## src/rtl/map_pkg.sv

```systemverilog
// Shared constants for the map_extent_lr block: default image geometry,
// background threshold and FSM state encoding.
package map_pkg;

  localparam int unsigned DEF_X_RES     = 60;
  localparam int unsigned DEF_Y_RES     = 60;
  localparam int unsigned DEF_THRESHOLD = 0;

  localparam int unsigned ST_W = 3;

  localparam logic [ST_W-1:0] ST_IDLE     = 3'd0;
  localparam logic [ST_W-1:0] ST_ROW_INIT = 3'd1;
  localparam logic [ST_W-1:0] ST_L_REQ    = 3'd2;
  localparam logic [ST_W-1:0] ST_L_WAIT   = 3'd3;
  localparam logic [ST_W-1:0] ST_R_REQ    = 3'd4;
  localparam logic [ST_W-1:0] ST_R_WAIT   = 3'd5;
  localparam logic [ST_W-1:0] ST_NEXT_ROW = 3'd6;
  localparam logic [ST_W-1:0] ST_DONE     = 3'd7;

endpackage

```

## src/rtl/map_extent_lr_if.sv

```systemverilog
// Request, memory-read and result signals of map_extent_lr bundled as one bus.
// master = requester plus image memory, slave = the extent scanner.
interface map_extent_lr_if #(
  parameter int unsigned XW     = 6,
  parameter int unsigned YW     = 6,
  parameter int unsigned COL_W  = 3,
  parameter int unsigned ADDR_W = 12
);

  logic              start;
  logic [YW-1:0]     most_top;
  logic [YW-1:0]     most_bottom;
  logic [XW-1:0]     mid_pix;

  logic              mem_rd_en;
  logic [ADDR_W-1:0] mem_addr;
  logic [COL_W-1:0]  mem_rd_data;

  logic              busy;
  logic              done;
  logic              err;
  logic              valid;
  logic [XW-1:0]     most_left;
  logic [XW-1:0]     most_right;

  modport master (
    output start, most_top, most_bottom, mid_pix, mem_rd_data,
    input  mem_rd_en, mem_addr, busy, done, err, valid, most_left, most_right
  );

  modport slave (
    input  start, most_top, most_bottom, mid_pix, mem_rd_data,
    output mem_rd_en, mem_addr, busy, done, err, valid, most_left, most_right
  );

endinterface

```

## src/rtl/xy_to_addr.sv

```systemverilog
// Row-major pixel address: y*X_RES + x, purely combinational.
module xy_to_addr #(
  parameter int unsigned X_RES  = 60,
  parameter int unsigned XW     = 6,
  parameter int unsigned YW     = 6,
  parameter int unsigned ADDR_W = 12
) (
  input  logic [XW-1:0]     x,
  input  logic [YW-1:0]     y,
  output logic [ADDR_W-1:0] addr_c
);

  assign addr_c = ADDR_W'(y) * ADDR_W'(X_RES) + ADDR_W'(x);

endmodule

```

## src/rtl/map_extent_lr.sv

```systemverilog
// Scans rows most_top..most_bottom outward from mid_pix and reports the
// leftmost/rightmost foreground columns of the shape through the bus.
module map_extent_lr
  import map_pkg::*;
#(
  parameter int unsigned X_RES     = DEF_X_RES,
  parameter int unsigned Y_RES     = DEF_Y_RES,
  parameter int unsigned XW        = 6,
  parameter int unsigned YW        = 6,
  parameter int unsigned COL_W     = 3,
  parameter int unsigned THRESHOLD = DEF_THRESHOLD
) (
  input  logic           clk,
  input  logic           reset,
  map_extent_lr_if.slave bus
);

  localparam int unsigned     ADDR_W = $clog2(X_RES * Y_RES);
  localparam logic [XW-1:0]   X_LAST = XW'(X_RES - 1);
  localparam logic [COL_W-1:0] BG_MAX = COL_W'(THRESHOLD);

  logic [ST_W-1:0]   state, state_n;
  logic [XW-1:0]     x, x_n;
  logic [YW-1:0]     y, y_n;
  logic [XW-1:0]     mid, mid_n;
  logic [YW-1:0]     bottom, bottom_n;
  logic              bad, bad_n;
  logic [XW-1:0]     left, left_n;
  logic [XW-1:0]     right, right_n;
  logic              busy, busy_n;
  logic              done, done_n;
  logic              err, err_n;
  logic              valid, valid_n;
  logic              rd_en, rd_en_n;
  logic [ADDR_W-1:0] addr, addr_n;
  logic [ADDR_W-1:0] calc_addr;
  logic              fg;
  logic              bounds_bad;

  assign fg         = bus.mem_rd_data > BG_MAX;
  assign bounds_bad = (bus.most_top > bus.most_bottom)
                   || (32'(bus.most_bottom) >= Y_RES)
                   || (32'(bus.mid_pix) >= X_RES);

  // Address of the pixel the next request will read.
  xy_to_addr #(
    .X_RES  (X_RES),
    .XW     (XW),
    .YW     (YW),
    .ADDR_W (ADDR_W)
  ) u_xy_to_addr (
    .x      (x_n),
    .y      (y_n),
    .addr_c (calc_addr)
  );

  always_ff @(posedge clk) begin
    if (reset) begin
      state  <= ST_IDLE;
      x      <= '0;
      y      <= '0;
      mid    <= '0;
      bottom <= '0;
      bad    <= 1'b0;
      left   <= '0;
      right  <= '0;
      busy   <= 1'b0;
      done   <= 1'b0;
      err    <= 1'b0;
      valid  <= 1'b0;
      rd_en  <= 1'b0;
      addr   <= '0;
    end else begin
      state  <= state_n;
      x      <= x_n;
      y      <= y_n;
      mid    <= mid_n;
      bottom <= bottom_n;
      bad    <= bad_n;
      left   <= left_n;
      right  <= right_n;
      busy   <= busy_n;
      done   <= done_n;
      err    <= err_n;
      valid  <= valid_n;
      rd_en  <= rd_en_n;
      addr   <= addr_n;
    end
  end

  // Illegal bounds are flagged at start and retired from ROW_INIT before any read.
  always_comb begin
    state_n  = state;
    x_n      = x;
    y_n      = y;
    mid_n    = mid;
    bottom_n = bottom;
    bad_n    = bad;
    left_n   = left;
    right_n  = right;
    busy_n   = busy;
    done_n   = 1'b0;
    err_n    = err;
    valid_n  = valid;
    rd_en_n  = 1'b0;
    addr_n   = addr;

    case (state)
      ST_IDLE: begin
        if (bus.start) begin
          mid_n    = bus.mid_pix;
          bottom_n = bus.most_bottom;
          bad_n    = bounds_bad;
          busy_n   = 1'b1;
          valid_n  = 1'b0;
          err_n    = 1'b0;
          left_n   = bounds_bad ? '0 : bus.mid_pix;
          right_n  = bounds_bad ? '0 : bus.mid_pix;
          y_n      = bounds_bad ? '0 : bus.most_top;
          state_n  = ST_ROW_INIT;
        end
      end

      ST_ROW_INIT: begin
        if (bad) begin
          err_n   = 1'b1;
          state_n = ST_DONE;
        end else begin
          x_n     = mid;
          state_n = ST_L_REQ;
        end
      end

      ST_L_REQ: state_n = ST_L_WAIT;

      ST_L_WAIT: begin
        if (fg) begin
          if (x < left) left_n = x;
          if (x == '0) begin
            x_n     = mid;
            state_n = ST_R_REQ;
          end else begin
            x_n     = x - XW'(1);
            state_n = ST_L_REQ;
          end
        end else begin
          x_n     = mid;
          state_n = ST_R_REQ;
        end
      end

      ST_R_REQ: state_n = ST_R_WAIT;

      ST_R_WAIT: begin
        if (fg) begin
          if (x > right) right_n = x;
          if (x == X_LAST) begin
            state_n = ST_NEXT_ROW;
          end else begin
            x_n     = x + XW'(1);
            state_n = ST_R_REQ;
          end
        end else begin
          state_n = ST_NEXT_ROW;
        end
      end

      // A full-width extent cannot grow further, so the remaining rows are skipped.
      ST_NEXT_ROW: begin
        if ((y == bottom) || ((left == '0) && (right == X_LAST))) begin
          state_n = ST_DONE;
        end else begin
          y_n     = y + YW'(1);
          state_n = ST_ROW_INIT;
        end
      end

      ST_DONE: state_n = ST_IDLE;

      default: state_n = ST_IDLE;
    endcase

    if (state_n == ST_DONE) begin
      done_n  = 1'b1;
      busy_n  = 1'b0;
      valid_n = ~err_n;
    end

    if ((state_n == ST_L_REQ) || (state_n == ST_R_REQ)) begin
      rd_en_n = 1'b1;
      addr_n  = calc_addr;
    end
  end

  assign bus.mem_rd_en  = rd_en;
  assign bus.mem_addr   = addr;
  assign bus.busy       = busy;
  assign bus.done       = done;
  assign bus.err        = err;
  assign bus.valid      = valid;
  assign bus.most_left  = left;
  assign bus.most_right = right;

endmodule

```

## src/flat_wrapper.sv

```systemverilog
// flat-port wrapper written by rule: the top's interface ports become plain ports
module map_extent_lr_flat import map_pkg::*;
#(
  parameter int unsigned X_RES     = DEF_X_RES,
  parameter int unsigned Y_RES     = DEF_Y_RES,
  parameter int unsigned XW        = 6,
  parameter int unsigned YW        = 6,
  parameter int unsigned COL_W     = 3,
  parameter int unsigned THRESHOLD = DEF_THRESHOLD
)
  (clk, reset, bus_start, bus_most_top, bus_most_bottom, bus_mid_pix, bus_mem_rd_data, bus_mem_rd_en, bus_mem_addr, bus_busy, bus_done, bus_err, bus_valid, bus_most_left, bus_most_right);
  map_extent_lr_if #(.XW(XW), .YW(YW), .COL_W(COL_W), .ADDR_W((12))) bus_i ();
  input  logic clk;
  input  logic reset;
  input wire logic [$bits(bus_i.start)-1:0] bus_start;
  input wire logic [$bits(bus_i.most_top)-1:0] bus_most_top;
  input wire logic [$bits(bus_i.most_bottom)-1:0] bus_most_bottom;
  input wire logic [$bits(bus_i.mid_pix)-1:0] bus_mid_pix;
  input wire logic [$bits(bus_i.mem_rd_data)-1:0] bus_mem_rd_data;
  output wire logic [$bits(bus_i.mem_rd_en)-1:0] bus_mem_rd_en;
  output wire logic [$bits(bus_i.mem_addr)-1:0] bus_mem_addr;
  output wire logic [$bits(bus_i.busy)-1:0] bus_busy;
  output wire logic [$bits(bus_i.done)-1:0] bus_done;
  output wire logic [$bits(bus_i.err)-1:0] bus_err;
  output wire logic [$bits(bus_i.valid)-1:0] bus_valid;
  output wire logic [$bits(bus_i.most_left)-1:0] bus_most_left;
  output wire logic [$bits(bus_i.most_right)-1:0] bus_most_right;
  assign bus_i.start = bus_start;
  assign bus_i.most_top = bus_most_top;
  assign bus_i.most_bottom = bus_most_bottom;
  assign bus_i.mid_pix = bus_mid_pix;
  assign bus_i.mem_rd_data = bus_mem_rd_data;
  assign bus_mem_rd_en = bus_i.mem_rd_en;
  assign bus_mem_addr = bus_i.mem_addr;
  assign bus_busy = bus_i.busy;
  assign bus_done = bus_i.done;
  assign bus_err = bus_i.err;
  assign bus_valid = bus_i.valid;
  assign bus_most_left = bus_i.most_left;
  assign bus_most_right = bus_i.most_right;
  map_extent_lr #(.X_RES(X_RES), .Y_RES(Y_RES), .XW(XW), .YW(YW), .COL_W(COL_W), .THRESHOLD(THRESHOLD)) u_core (.clk(clk), .reset(reset), .bus(bus_i));
endmodule
```

## config.mk

```make
export PLATFORM = sky130hd
export DESIGN_NAME = map_extent_lr_flat
export DESIGN_NICKNAME = d
export VERILOG_FILES = /design/src/rtl/map_pkg.sv /design/src/rtl/map_extent_lr_if.sv /design/src/rtl/xy_to_addr.sv /design/src/rtl/map_extent_lr.sv /design/src/flat_wrapper.sv
export SDC_FILE = /design/constraint.sdc
export NUM_CORES = 1
export LEC_CHECK = 0
export CORE_MARGIN = 2
export CORE_UTILIZATION = 35
export CTS_CLUSTER_DIAMETER = 40
export DETAILED_ROUTE_END_ITERATION = 10
export PLACE_DENSITY_LB_ADDON = 0.08
export SKIP_CTS_REPAIR_TIMING = 1
export SLEW_MARGIN = 0
export SYNTH_ARGS = -nofsm -noshare
export SYNTH_HDL_FRONTEND = slang
export SYNTH_SLANG_ARGS = --single-unit
```

## constraint.sdc

```tcl
create_clock -name clk -period 5.3 [get_ports clk]
set_input_delay 0.795 -clock clk [delete_from_list [all_inputs] [get_ports clk]]
set_output_delay 0.795 -clock clk [all_outputs]
set_load 0.02 [all_outputs]
```

Word level (Yosys, flattened, before mapping)
Cells that the tools add are included.
{"block": "op_classes", "addsub": 4, "multipliers": 1, "order_cmp": 6, "eq_ne": 18, "mux": 34, "n_bitwise": 1, "reduce_logical": 17}
{"op": "two-way mux 6 bit", "count": 14}
{"op": "one-hot mux 6 bit (2 select lines)", "count": 3}
{"op": "one-hot mux 3 bit (8 select lines)", "count": 1}
{"op": "equality test 3 bit, second input constant", "count": 6}
{"op": "one-hot mux 6 bit (3 select lines)", "count": 1}
{"op": "two-way mux 3 bit", "count": 5}
{"op": "adder 12 x 6 -> 12 bit", "count": 1}
{"op": "adder 6 x 1 -> 6 bit, second input constant", "count": 2}
{"op": "equality test 6 bit, second input constant", "count": 2}
{"op": "greater-or-equal comparator 6 bit, second input constant", "count": 2}
{"op": "greater-than comparator 6 bit", "count": 2}
{"op": "zero test 6 bit", "count": 2}
{"op": "multiplier 6 x 4 -> 10 bit, second input constant", "count": 1}
{"op": "equality test 3 x 2 -> 1 bit, second input constant", "count": 3}
{"op": "!= test 2 x 1 -> 1 bit, second input constant", "count": 4}
{"op": "AND reduction 4 bit", "count": 2}
{"op": "nonzero test 2 bit", "count": 4}
{"op": "two-way mux 1 bit", "count": 7}
{"op": "equality test 6 bit", "count": 1}
{"op": "less-than comparator 6 bit", "count": 1}
{"op": "subtractor 6 x 1 -> 6 bit, second input constant", "count": 1}
{"op": "logical OR 1 bit", "count": 4}
{"op": "two-way mux 2 bit", "count": 2}
{"op": "AND reduction 2 bit", "count": 2}
{"op": "other kinds (8)", "count": 8}
{"block": "totals", "regBits": 57, "output_inout_bits": 29, "wordCells": 95}

Longest topological paths before layout
{"block": "depth", "ltp_word": 8, "ltp_mapped": 19, "mapped_depth_nobuf": 19}

Cells and area by module
From an unflattened synthesis, not the netlist that was laid out.
{"block": "hier_totals", "hier_cells": 529, "hier_area_um2": 4330.4}
{"module": "map_extent_lr", "instances": 1, "cells_each": 431, "area_each_um2": 3485.8}
{"module": "xy_to_addr", "instances": 1, "cells_each": 98, "area_each_um2": 844.6}

Least setup slack after synthesis
No wires, ideal clock.
{"block": "synth_timing", "path_type": "input-to-reg", "start": "in bus_most_bottom[3]", "end": "reg u_core.addr[10], in the netlist u_core.bus.mem_addr[10]", "setup_time_ns": 0.131, "t_arrival_ns": 5.148, "slack_ns": 0.021, "stages": 19, "cell_sequence": "inv_1 > ha_1 > a211oi_1 > nor2_1 > o31a_1 > nor2_2 > o211ai_1 > and3_1 > ha_1 > fa_1 > inv_1 > fa_1 > inv_1 > ha_1 > o21ai_0 > a2111oi_0 > nand4b_1 > xnor2_1 > a21oi_1"}
{"block": "synth_via", "elab_chain_len": 8, "elab_cells_between_ends": 9, "classes_between": "add/sub: 1; mul: 1; order compare: 2; mux: 3; reduce/logical: 2"}
{"element": "start: declaration", "line": "flat_wrapper.sv:17", "rtl": "input wire logic [$bits(bus_i.most_bottom)-1:0] bus_most_bottom;"}
{"element": "greater-than comparator 6 bit / greater-or-equal comparator 6 bit (equally long branches)", "line": "map_extent_lr.sv:41, map_extent_lr.sv:42"}
{"element": "logical OR 1 bit (*)", "line": "map_extent_lr.sv:42", "rtl": "|| (32'(bus.most_bottom) >= Y_RES)"}
{"element": "logical OR 1 bit (*)", "line": "map_extent_lr.sv:43", "rtl": "|| (32'(bus.mid_pix) >= X_RES);"}
{"element": "two-way mux 6 bit (*)", "line": "map_extent_lr.sv:119", "rtl": "y_n = bounds_bad ? '0 : bus.most_top;"}
{"element": "two-way mux 6 bit (*)", "line": "map_extent_lr.sv:110", "rtl": "if (bus.start) begin"}
{"element": "one-hot mux 6 bit (2 select lines) (*)", "line": "map_extent_lr.sv:108", "rtl": "case (state)"}
{"element": "multiplier 6 x 4 -> 10 bit (*)", "line": "xy_to_addr.sv:13", "rtl": "assign addr_c = ADDR_W'(y) * ADDR_W'(X_RES) + ADDR_W'(x);"}
{"element": "adder 12 x 6 -> 12 bit (*)", "line": "xy_to_addr.sv:13"}
{"element": "end signal: assignment", "line": "map_extent_lr.sv:87", "rtl": "addr <= addr_n;"}
{"element": "end: declaration", "line": "map_extent_lr.sv:35", "rtl": "logic [ADDR_W-1:0] addr, addr_n;"}
Every way passes the cells marked *; elsewhere a longest branch is shown, timed or not.
A chain may end at the register's enable or synchronous reset.

Worst setup path in the final report
{"block": "layout_timing", "start": "in bus_most_top[5]", "end": "reg u_core.addr[11], in the netlist u_core.bus.mem_addr[11]"}
{"block": "layout_via", "elab_chain_len": 8}
{"element": "start: declaration", "line": "flat_wrapper.sv:16", "rtl": "input wire logic [$bits(bus_i.most_top)-1:0] bus_most_top;"}
{"element": "greater-than comparator 6 bit", "line": "map_extent_lr.sv:41", "rtl": "assign bounds_bad = (bus.most_top > bus.most_bottom)"}
{"element": "logical OR 1 bit", "line": "map_extent_lr.sv:42"}
{"element": "logical OR 1 bit", "line": "map_extent_lr.sv:43"}
{"element": "two-way mux 6 bit (*)", "line": "map_extent_lr.sv:119"}
{"element": "two-way mux 6 bit (*)", "line": "map_extent_lr.sv:110"}
{"element": "one-hot mux 6 bit (2 select lines) (*)", "line": "map_extent_lr.sv:108"}
{"element": "multiplier 6 x 4 -> 10 bit (*)", "line": "xy_to_addr.sv:13"}
{"element": "adder 12 x 6 -> 12 bit (*)", "line": "xy_to_addr.sv:13"}
Marked as above.

==> summary.md <==
| Metric | Value |
|---|---|
| Critical Path Fanout Max | 3 |
| Initial DRC Count | around 210 |
| Vias per cell | between 5 and 6 |
| Psw | roughly 0.73 mW |
| Area Overhead vs Synth | 35.8% |
| CP endpoint kind | flop |
| Max_cap viols | 0 |
| Worst Tran Pin Value | around 0.76 ns |
| Status | completed |
| FF-to-FF Start | u_core.y[2]$_SDFF_PP0_ |
| Initial antenna violation count | 0 |
| Setup Crit Path Kind | input pin to flop |
| Clock Skews | 0.0113 ns |
| Ys async rst share | 0 |
| Yosys cell types | 70 |
| WHS | roughly 0.46 ns |
| Clk buf depth | 2 |
| First-pass GRT wire length | 20900 µm |
| Top_reg_cell synth | dfxtp_1 |
| Hpwl dp | 9500 µm |
| Post-route setup slack | 0.235 ns |
| Nets@finish | roughly 700 |
| Final core occ | 0.483 |
| Synth area leader | dfxtp_1 |
| Req. time, crit path | 5.57 ns |
| Synth Area per Inst | slightly above 8 µm² |
| Synth Instances | 524 |
| Register share of total power | 0.265 |
| Synth area leaders | dfxtp_1 27%, ha_1 11%, a21oi_1 7.4%, inv_1 3.8%, fa_1 3.8% |
| FP Rows | 40 |
| Synthesized area | 4240 µm² |
| Num CTS Buffers | 9 |
| Core area | 11900 µm² |
| Switching portion of total power | 0.364 |
| GP Congestion | 0.827 |
| Largest net degree at the start of global routing | 37 |
| Register area share after synthesis | 0.269 |
| Die width | 114 µm |
| First-pass DRT Iterations | 4 |
| H-tree Lvls | 3 |
| CP peak stage delay | ~0.56 ns |
| Worst slew margin | 0.491 |
| Synth Register Bits | 57 |
| Post-route minimum period | 5.07 ns |
| CP startpoint kind | input pin |
| Count of port buffers added during placement | 52 |
| Routed len/inst | 16.3 µm |
| CP cell instances | clkdlybuf4s50_1, ha_1, and4_1, o21a_1, o31a_1, nor3_2, or3_1, and3_4, ha_4, fa_1, inv_1, fa_1, inv_1, ha_4, buf_4, nand3_1, a21oi_2, nand3_2, o311a_1, nor3_2 |
| Power share of the combinational group | 0.451 |
| Grt ovf | 0 |
| Pre-CTS WS | -0.383 ns |
| Worst-Skew Late Latency | 0.34 ns |
| EDFF count, synth | 0 |
| Slew Viols, Final | 0 |
| R2R setup slack | 0.53 ns |
| Leakage power | 2.53 nW |
| Peak supply drop | 0.172 mV |
| Placed Area | 5310 µm² |
| Starting Density | 0.356 |
| Fin area | 5760 µm² |
| Hold Path Class | flop to flop |
| Top cell type's share of synthesized area | 0.269 |
| Power share of the clock group | 0.284 |
| R2R depth | 18 |
| Die area | roughly 13000 µm² |
| Clock sink count | 57 |
| Die Ht | 114 µm |
| Count leader, synth | a21oi_1 |
| Reg-to-Reg End | u_core.bus.mem_addr[11]$_SDFFE_PP0P_ |
| Synth warn | 0 |
| Num ports | between 50 and 60 |
| Total GRT Usage | 0.204 |
| Post-synth top cells | 63 x a21oi_1, 57 x dfxtp_1, 43 x inv_1, 37 x ha_1, 37 x nand2_1 |
| Post-Route WL | 12700 µm |
| Post-DRT Antenna Nets | 0 |
| Ratio of cells with drive above 1 in the final layout | 0.187 |
| Internal | between 1 and 1.5 mW |
| Fmax | 197 MHz |
| Post-Syn Nets | around 590 |
| Vias post-DR | 4214 |
| Clk slew on worst S/H paths | 0.06 ns |
| Fin crit share | 0.956 |
| CP arrival | 5.33 ns |
| Final std cells w/o fill | 782 |
| Crit path from | bus_most_top[5] |
| Diode count | 0 |
| CTS tree | built |
| Pwr/cell area | 349 nW/µm² |
| Root Buffer | clkbuf_16 |
| Setup Viol. Count Final | 0 |
| Dpl cells | 760 |
| Vias in the first global route | 4166 |
| Hold Fails Final Rpt | 0 |
| CP max stage cell | fa_1 |
| Drt drc | 0 |
| CP endpoint | u_core.bus.mem_addr[11]$_SDFFE_PP0P_ |
## cells by family (layout without fill, tap and decap cells)
group,count (synthesis),count (layout),share of synthesized area
AO/OA/AOI/OAI,169,169,0.263
AND/OR/NAND/NOR,155,155,0.194
buffers and inverters,70,181,0.0670
flip-flops,57,57,0.269
adder cells (fa/ha/maj),45,45,0.147
XOR/XNOR,21,21,0.0434
multiplexers,7,7,0.0165
## metrics by stage
step	power [mW]	TNS, ns
final	2.01	0
after global routing	2.15	-0.0494
after CTS	1.96	-0.0787
after detailed placement	1.39	-1.44
after global placement	1.37	-1.28
after floorplan	1.05	0
## worst max-delay path: cells and delay by family
kind | cells | cell delay [ns]
buffers and inverters | 4 | 0.65
adder cells (fa/ha/maj) | 5 | 1.84
AND/OR/NAND/NOR | 7 | 1.15
AO/OA/AOI/OAI | 4 | 0.91
## worst min-delay path by stage
stage | endpoint | slack [ns] | startpoint | cells after the start
final | u_core.mid[5]$_SDFFE_PP0P_ | 0.46 | u_core.mid[5]$_SDFFE_PP0P_ | 2
after global placement | u_core.mid[1]$_SDFFE_PP0P_ | 0.45 | u_core.mid[1]$_SDFFE_PP0P_ | 2
after global routing | u_core.bottom[3]$_SDFFE_PP0P_ | 0.49 | u_core.bottom[3]$_SDFFE_PP0P_ | 2
after detailed placement | u_core.mid[5]$_SDFFE_PP0P_ | 0.46 | u_core.mid[5]$_SDFFE_PP0P_ | 2
after floorplan | u_core.mid[2]$_SDFFE_PP0P_ | 0.44 | u_core.mid[2]$_SDFFE_PP0P_ | 2
after CTS | u_core.mid[5]$_SDFFE_PP0P_ | 0.46 | u_core.mid[5]$_SDFFE_PP0P_ | 2
## power groups by stage
| stage | clock [mW] | sequential (mW) | combinational (mW) |
|---|---|---|---|
| CTS | 0.577 | 0.533 | 0.850 |
| detailed placement | 0 | 0.541 | 0.845 |
| floorplan | 0 | 0.557 | 0.490 |
| global placement | 0 | 0.540 | 0.834 |
| global route | 0.600 | 0.540 | 1.01 |
| finish | 0.569 | 0.533 | 0.905 |
## registers in the layout (all words and copies together) (netlist names)
name / cells
u_core.bus.mem_addr: 12
u_core.bottom: 6
u_core.bus.most_left: 6
u_core.bus.most_right: 6
u_core.mid: 6
u_core.x: 6
u_core.y: 6
u_core.state: 3
u_core.bad: 1
u_core.bus.busy: 1
u_core.bus.done: 1
u_core.bus.err: 1
u_core.bus.mem_rd_en: 1
u_core.bus.valid: 1
## placed cells by master, fill, tap and decap left out, drive strengths merged, types with 5 or more instances in the layout
cell type      instances
a21o                   6
nand3                 12
ha                    37
a22oi                 15
and3                   7
a211oi                 9
o211ai                 7
nand2b                 7
nor3                  12
clkdlybuf4s50         43
o21ai                 19
xnor2                 17
o21a                   6
clkbuf                14
nand2                 37
or3                    5
o31ai                 14
mux2i                  7
buf                   70
fa                     8
dlymetal6s2s           9
dfxtp                 57
a21oi                 64
and2                   9
inv                   43
nor2                  34
## layout make-up
type                            count  area [µm²]
Multi-Input combinational cell    397        2900
Timing Repair Buffer              122        1070
Tap cell                          147         184
Clock inverter                      2        10.0
Fill cell                        1226        6150
Sequential cell                    57        1140
Inverter                           43         161
Clock buffer                       14         284
## metal layers
metal  GRT usage  wire, µm  up-vias
li1            -         -     2119
met5           0         0        -
met1       0.263      5870     2003
met4      0.0707       231        0
met2       0.346      6220       77
met3      0.0344       417       15
(Power assumes the default switching activity.)
==> edit 1: new RTL, same settings <==
`ST_W`: 3 -> 6.
--- a/src/rtl/map_pkg.sv
+++ b/src/rtl/map_pkg.sv
@@ -6,7 +6,7 @@
   localparam int unsigned DEF_Y_RES     = 60;
   localparam int unsigned DEF_THRESHOLD = 0;
 
-  localparam int unsigned ST_W = 3;
+  localparam int unsigned ST_W = 6;
 
   localparam logic [ST_W-1:0] ST_IDLE     = 3'd0;
   localparam logic [ST_W-1:0] ST_ROW_INIT = 3'd1;
Behaviour: same outputs for any inputs over 4 cycles, from zero or initial values and one cycle with reset high; that may be too few to reach the edited logic, so the function may still have changed.
==> edit 1 against the original RTL <==
  * Area after synthesis shrank 0.50%
  * Utilization shrank 0.56 points
  * Setup slack gained 0.12 ns
  * Design area shrank 1.6%
  * Sequential cell count grew 3
  * Routed wire length shrank 11%
  * Hold slack lost 0.0061 ns
  * Highest routed layer unchanged
Power is not compared: it rests on default switching activity, and its combinational part moved more than twofold at a synthesized area within 25%.
==> edit 1: results (changes against the original RTL) <==
Final nets=678 (-3.0%); Leak=around 2.4 nW; critical path arrival=5.19 ns (-0.14 ns); initial antenna violation count=0 (unchanged); Mean Syn Cell Area=8.22 um2 (+1.6%); post-placement cell count=741 (-2.5%); largest cells by area after synthesis=dfxtp_1, ha_1, nand2_1; CTS root buf=clkbuf_16; layout cells sized above 1=0.169 (-0.0188); gp weighted congestion=0.861 (+4.1%); CTS H-tree depth=3 (unchanged); worst clock skew=0.00831 ns (-0.00300 ns); ys async rst share=0 (unchanged); RR Startpoint=u_core.state[2]; Tot GR Track Use=0.186 (-0.0182); r2r worst-path depth=16 (-2); Hold EP=u_core.mid[0]; # diodes=0 (unchanged); initial drt markers=153 (-26%); Final HPWL DP=8520 um (-10%); Worst Tran Pin Value=1.11 ns (+0.350 ns); Yosys cell types=67 (-4.3%); Non-Filler Instances=758 (-3.1%); Hold Crit Depth=2 (unchanged); Peak VDD IR=between 100 and 150 uV; clock power share=0.513; pre-CTS WS=-0.270 ns (+0.113 ns); CTS clk-pin slew, worst paths=roughly 0.050 ns; Worst Min Path Start=u_core.mid[0]; worst hold slack=0.457 ns (-0.00612 ns); Cell Area, Placed=5190 um2 (-2.2%); Yosys warnings=0 (unchanged); Clock Latency Late Sink=0.34 ns (about the same); max FFs per register=12 (unchanged); critical path peak fanout=4 (+1); vias in the first global route=3,906 (-6.2%); Detailed Routing Iterations Pass 1=4 (unchanged); WL/cell=14.9 um (-8.3%); post-synthesis sequential area ratio=0.285 (+0.0156); reg2reg setup slack=0.69 ns (+0.16 ns); worst reg2reg endpoint=u_core.bus.mem_addr[11]; Port-buffer cells=52 (unchanged); outcome=finished clean; global-route wire length before repair=18,800 um (-9.8%); Post-synth top cells=dfxtp_1, nand2_1, nor2_1; Vias per Instance=5.13 (-4.7%); largest net degree at the start of global routing=57 (+54%)
-- edit 1: cell families after synthesis --
| logic type | synth area share |
|---|---|
| mux | 0.0166 |
| flops | 0.285 |
| compound gates | 0.201 |
| fa+ha+maj | 0.154 |
| xor+xnor | 0.0602 |
| simple gates | 0.213 |
| other cells | 0.000889 |
| buf+inv | 0.0697 |
-- edit 1: power groups by stage --
stage | clock (mW) | combinational, mW | sequential (mW)
2_1_floorplan | 0 | 0.0847 | 0.480
5_1_grt | 0.705 | 0.192 | 0.469
3_5_place_dp | 0 | 0.165 | 0.478
4_1_cts | 0.690 | 0.166 | 0.468
6_report | 0.674 | 0.173 | 0.468
3_3_place_gp | 0 | 0.165 | 0.477
-- edit 1: worst max path at each step --
stage / endpoint / cells past startpoint / slack (ns) / startpoint
2_1_floorplan: u_core.bus.mem_addr[11] / 21 / 0.25 / bus_most_bottom[4]
3_3_place_gp: u_core.bus.mem_addr[11] / 20 / -0.23 / bus_most_bottom[4]
3_5_place_dp: u_core.bus.mem_addr[11] / 20 / -0.27 / bus_most_bottom[4]
4_1_cts: u_core.bus.mem_addr[11] / 20 / 0.06 / bus_most_bottom[4]
5_1_grt: u_core.bus.mem_addr[11] / 19 / 0.07 / bus_most_bottom[0]
6_report: u_core.bus.mem_addr[11] / 19 / 0.35 / bus_most_bottom[0]
-- edit 1: worst max-delay path: stages --
cell and delay (ns):
clkdlybuf4s50_1 0.49, ha_1 0.15, nor2b_1 0.04, o21a_1 0.18, nor3_2 0.19, o21ai_2 0.12
a2bb2oi_2 0.18, o211a_1 0.26, fa_1 0.53, inv_2 0.05, fa_1 0.57, fa_1 0.47
ha_4 0.29, nand3_1 0.09, a21oi_2 0.17, and3_4 0.21, nand3_2 0.08, xnor2_1 0.14
a211oi_1 0.18
-- edit 1: cell type report --
class                           instances  area (um2)
Clock buffer                           11         243
Clock inverter                          4        97.6
Fill cell                            1197        6190
Inverter                               43         161
Multi-Input combinational cell        386        2820
Sequential cell                        60        1200
Tap cell                              147         184
Timing Repair Buffer                  107         957
-- edit 1: per-stage QoR --
stage / total power [mW] / setup TNS, ns
after detailed placement: 0.643 / -1.00
after global routing: 1.37 / 0
final: 1.31 / 0
after CTS: 1.32 / 0
after floorplan: 0.565 / 0
after global placement: 0.643 / -0.810
-- edit 1: layer usage --
metal,vias up,wire (um),track usage
li1,1990,-,-
met2,69,5180,0.294
met3,17,459,0.0303
met5,-,0,0
met4,0,308,0.0902
met1,1816,5370,0.248
==> edit 2: new RTL, same settings <==
Without the edit above. Reset style: asynchronous (`reset`), changed in one clocked block.
--- a/src/rtl/map_extent_lr.sv
+++ b/src/rtl/map_extent_lr.sv
@@ -54,7 +54,7 @@
     .addr_c (calc_addr)
   );
 
-  always_ff @(posedge clk) begin
+  always_ff @(posedge clk or posedge reset) begin
     if (reset) begin
       state  <= ST_IDLE;
       x      <= '0;
Check against the original RTL: differs if reset is asserted again (counterexample within 4 cycles, from zero or initial values and one cycle with reset high); with reset held inactive, the same outputs for 4 cycles.
==> edit 2 against the original RTL <==
  * Largest cell class unchanged
  * Hold slack better by 0.017 ns
  * Clock skew hardly changed
  * Utilization up 1.7 points
  * Design area rose by 4.8%
  * Routed wire length decreased by 4.4%
  * Area after synthesis rose by 2.9%
  * Setup slack worse by 0.031 ns
  * Sequential cell count is the same
  * Non-clock buffer count rose by 8
Power is left out: the tool's default activity adds up to more than one toggle a clock period on the data nets, which glitch-free logic cannot reach.
==> edit 2: results (changes against the original RTL) <==
max_cap viols=0 (unchanged); ys async rst share=1.00 (+1.00); global-route wire length before repair=20,000 um (-4.1%); Final HPWL DP=9380 um (-1.3%); Tot GR Track Use=0.194 (-0.0101); worst clock skew=0.0115 ns (+0.000144 ns); Yosys cell types=71 (+1.4%); Port-buffer cells=52 (unchanged); Detailed Route WL=12,200 um (-4.4%); layout cells sized above 1=0.233 (+0.0457); critical path peak fanout=5 (+2); # diodes=0 (unchanged); Hold/Removal Path Class=register to register; critical path arrival=5.32 ns (about the same); post-synthesis sequential area ratio=0.327 (+0.0579); largest net degree at the start of global routing=58 (+57%); Fill cells=1,147 (-6.4%); CTS clk-pin slew, worst paths=0.06 ns (about the same); relative slew slack=0.391 (-0.100); Yosys warnings=0 (unchanged); number of buffers created by CTS=9 (unchanged); reg2reg setup slack=0.31 ns (-0.22 ns); detailed-route via count=4,084 (-3.1%); initial drt markers=155 (-25%); outcome=finished clean; max FFs per register=12 (unchanged); initial antenna violation count=0 (unchanged); gp weighted congestion=0.826 (about the same); Final nets=669 (-4.3%); largest cells by area after synthesis=dfrtp_1, ha_1, nand2_1; Crit path largest cell delay=0.59 ns (+0.03 ns); Detailed Routing Iterations Pass 1=4 (unchanged); Syn Nets=545 (-8.1%); Post-synth top flop=dfrtp_1; slowest cell on the critical path=fa_1; Post-synth top cells=dfrtp_1, nand2_1, inv_1; worst hold slack=0.480 ns (+0.0175 ns)
-- edit 2: final cells by class --
type                            count  area share
Clock inverter                      7     0.00788
Inverter                           39      0.0243
Timing Repair Buffer              130       0.187
Tap cell                          168      0.0349
Clock buffer                        9      0.0373
Sequential cell                    57       0.237
Multi-Input combinational cell    363       0.472
-- edit 2: logic make-up (layout without fill, tap and decap cells) --
family	count (synthesis)	count (layout)	share of synthesized area
xor+xnor	19	19	0.0413
simple gates	148	148	0.176
compound gates	135	135	0.223
fa+ha+maj	45	45	0.143
mux	16	16	0.0379
flops	57	57	0.327
buf+inv	56	185	0.0511
-- edit 2: per-layer routing --
layer	track usage	wire length (um)	up-vias
met4	0.0857	294	0
met3	0.0293	414	22
met1	0.253	5670	1989
met2	0.320	5790	78
met5	0	0	-
li1	-	-	1995
-- edit 2: stage by stage --
stage,worst slack [ns],area [um2],instances,utilization
finish,0.203,6030,773,0.500
global route,-0.00643,6030,773,0.500
CTS,-0.230,5850,767,0.485
detailed placement,-0.590,5570,751,0.462
global placement,-0.493,5570,751,0.462
floorplan,0.00569,4380,476,-
-- edit 2: worst max-delay path, delay by kind of cell --
| kind | cells | cell delay (ns) |
|---|---|---|
| AND/OR/NAND/NOR | 3 | 0.57 |
| XOR/XNOR | 1 | 0.21 |
| buffers and inverters | 5 | 0.48 |
| multiplexers | 1 | 0.26 |
| adder cells (fa/ha/maj) | 5 | 1.75 |
| AO/OA/AOI/OAI | 7 | 1.25 |
-- edit 2: worst paths after layout --
path	from	endpoint	depth (start not counted)
max	bus_most_bottom[3]	u_core.bus.mem_addr[11]	22
max reg2reg	u_core.bus.most_right[0]	u_core.bus.mem_addr[11]	16
min	u_core.bus.mem_addr[7]	u_core.bus.mem_addr[7]	2
min in group asynchronous	reset	u_core.bus.mem_addr[0]	3
max in group asynchronous	reset	u_core.bus.most_left[4]	3
min reg2reg	u_core.bus.mem_addr[7]	u_core.bus.mem_addr[7]	2
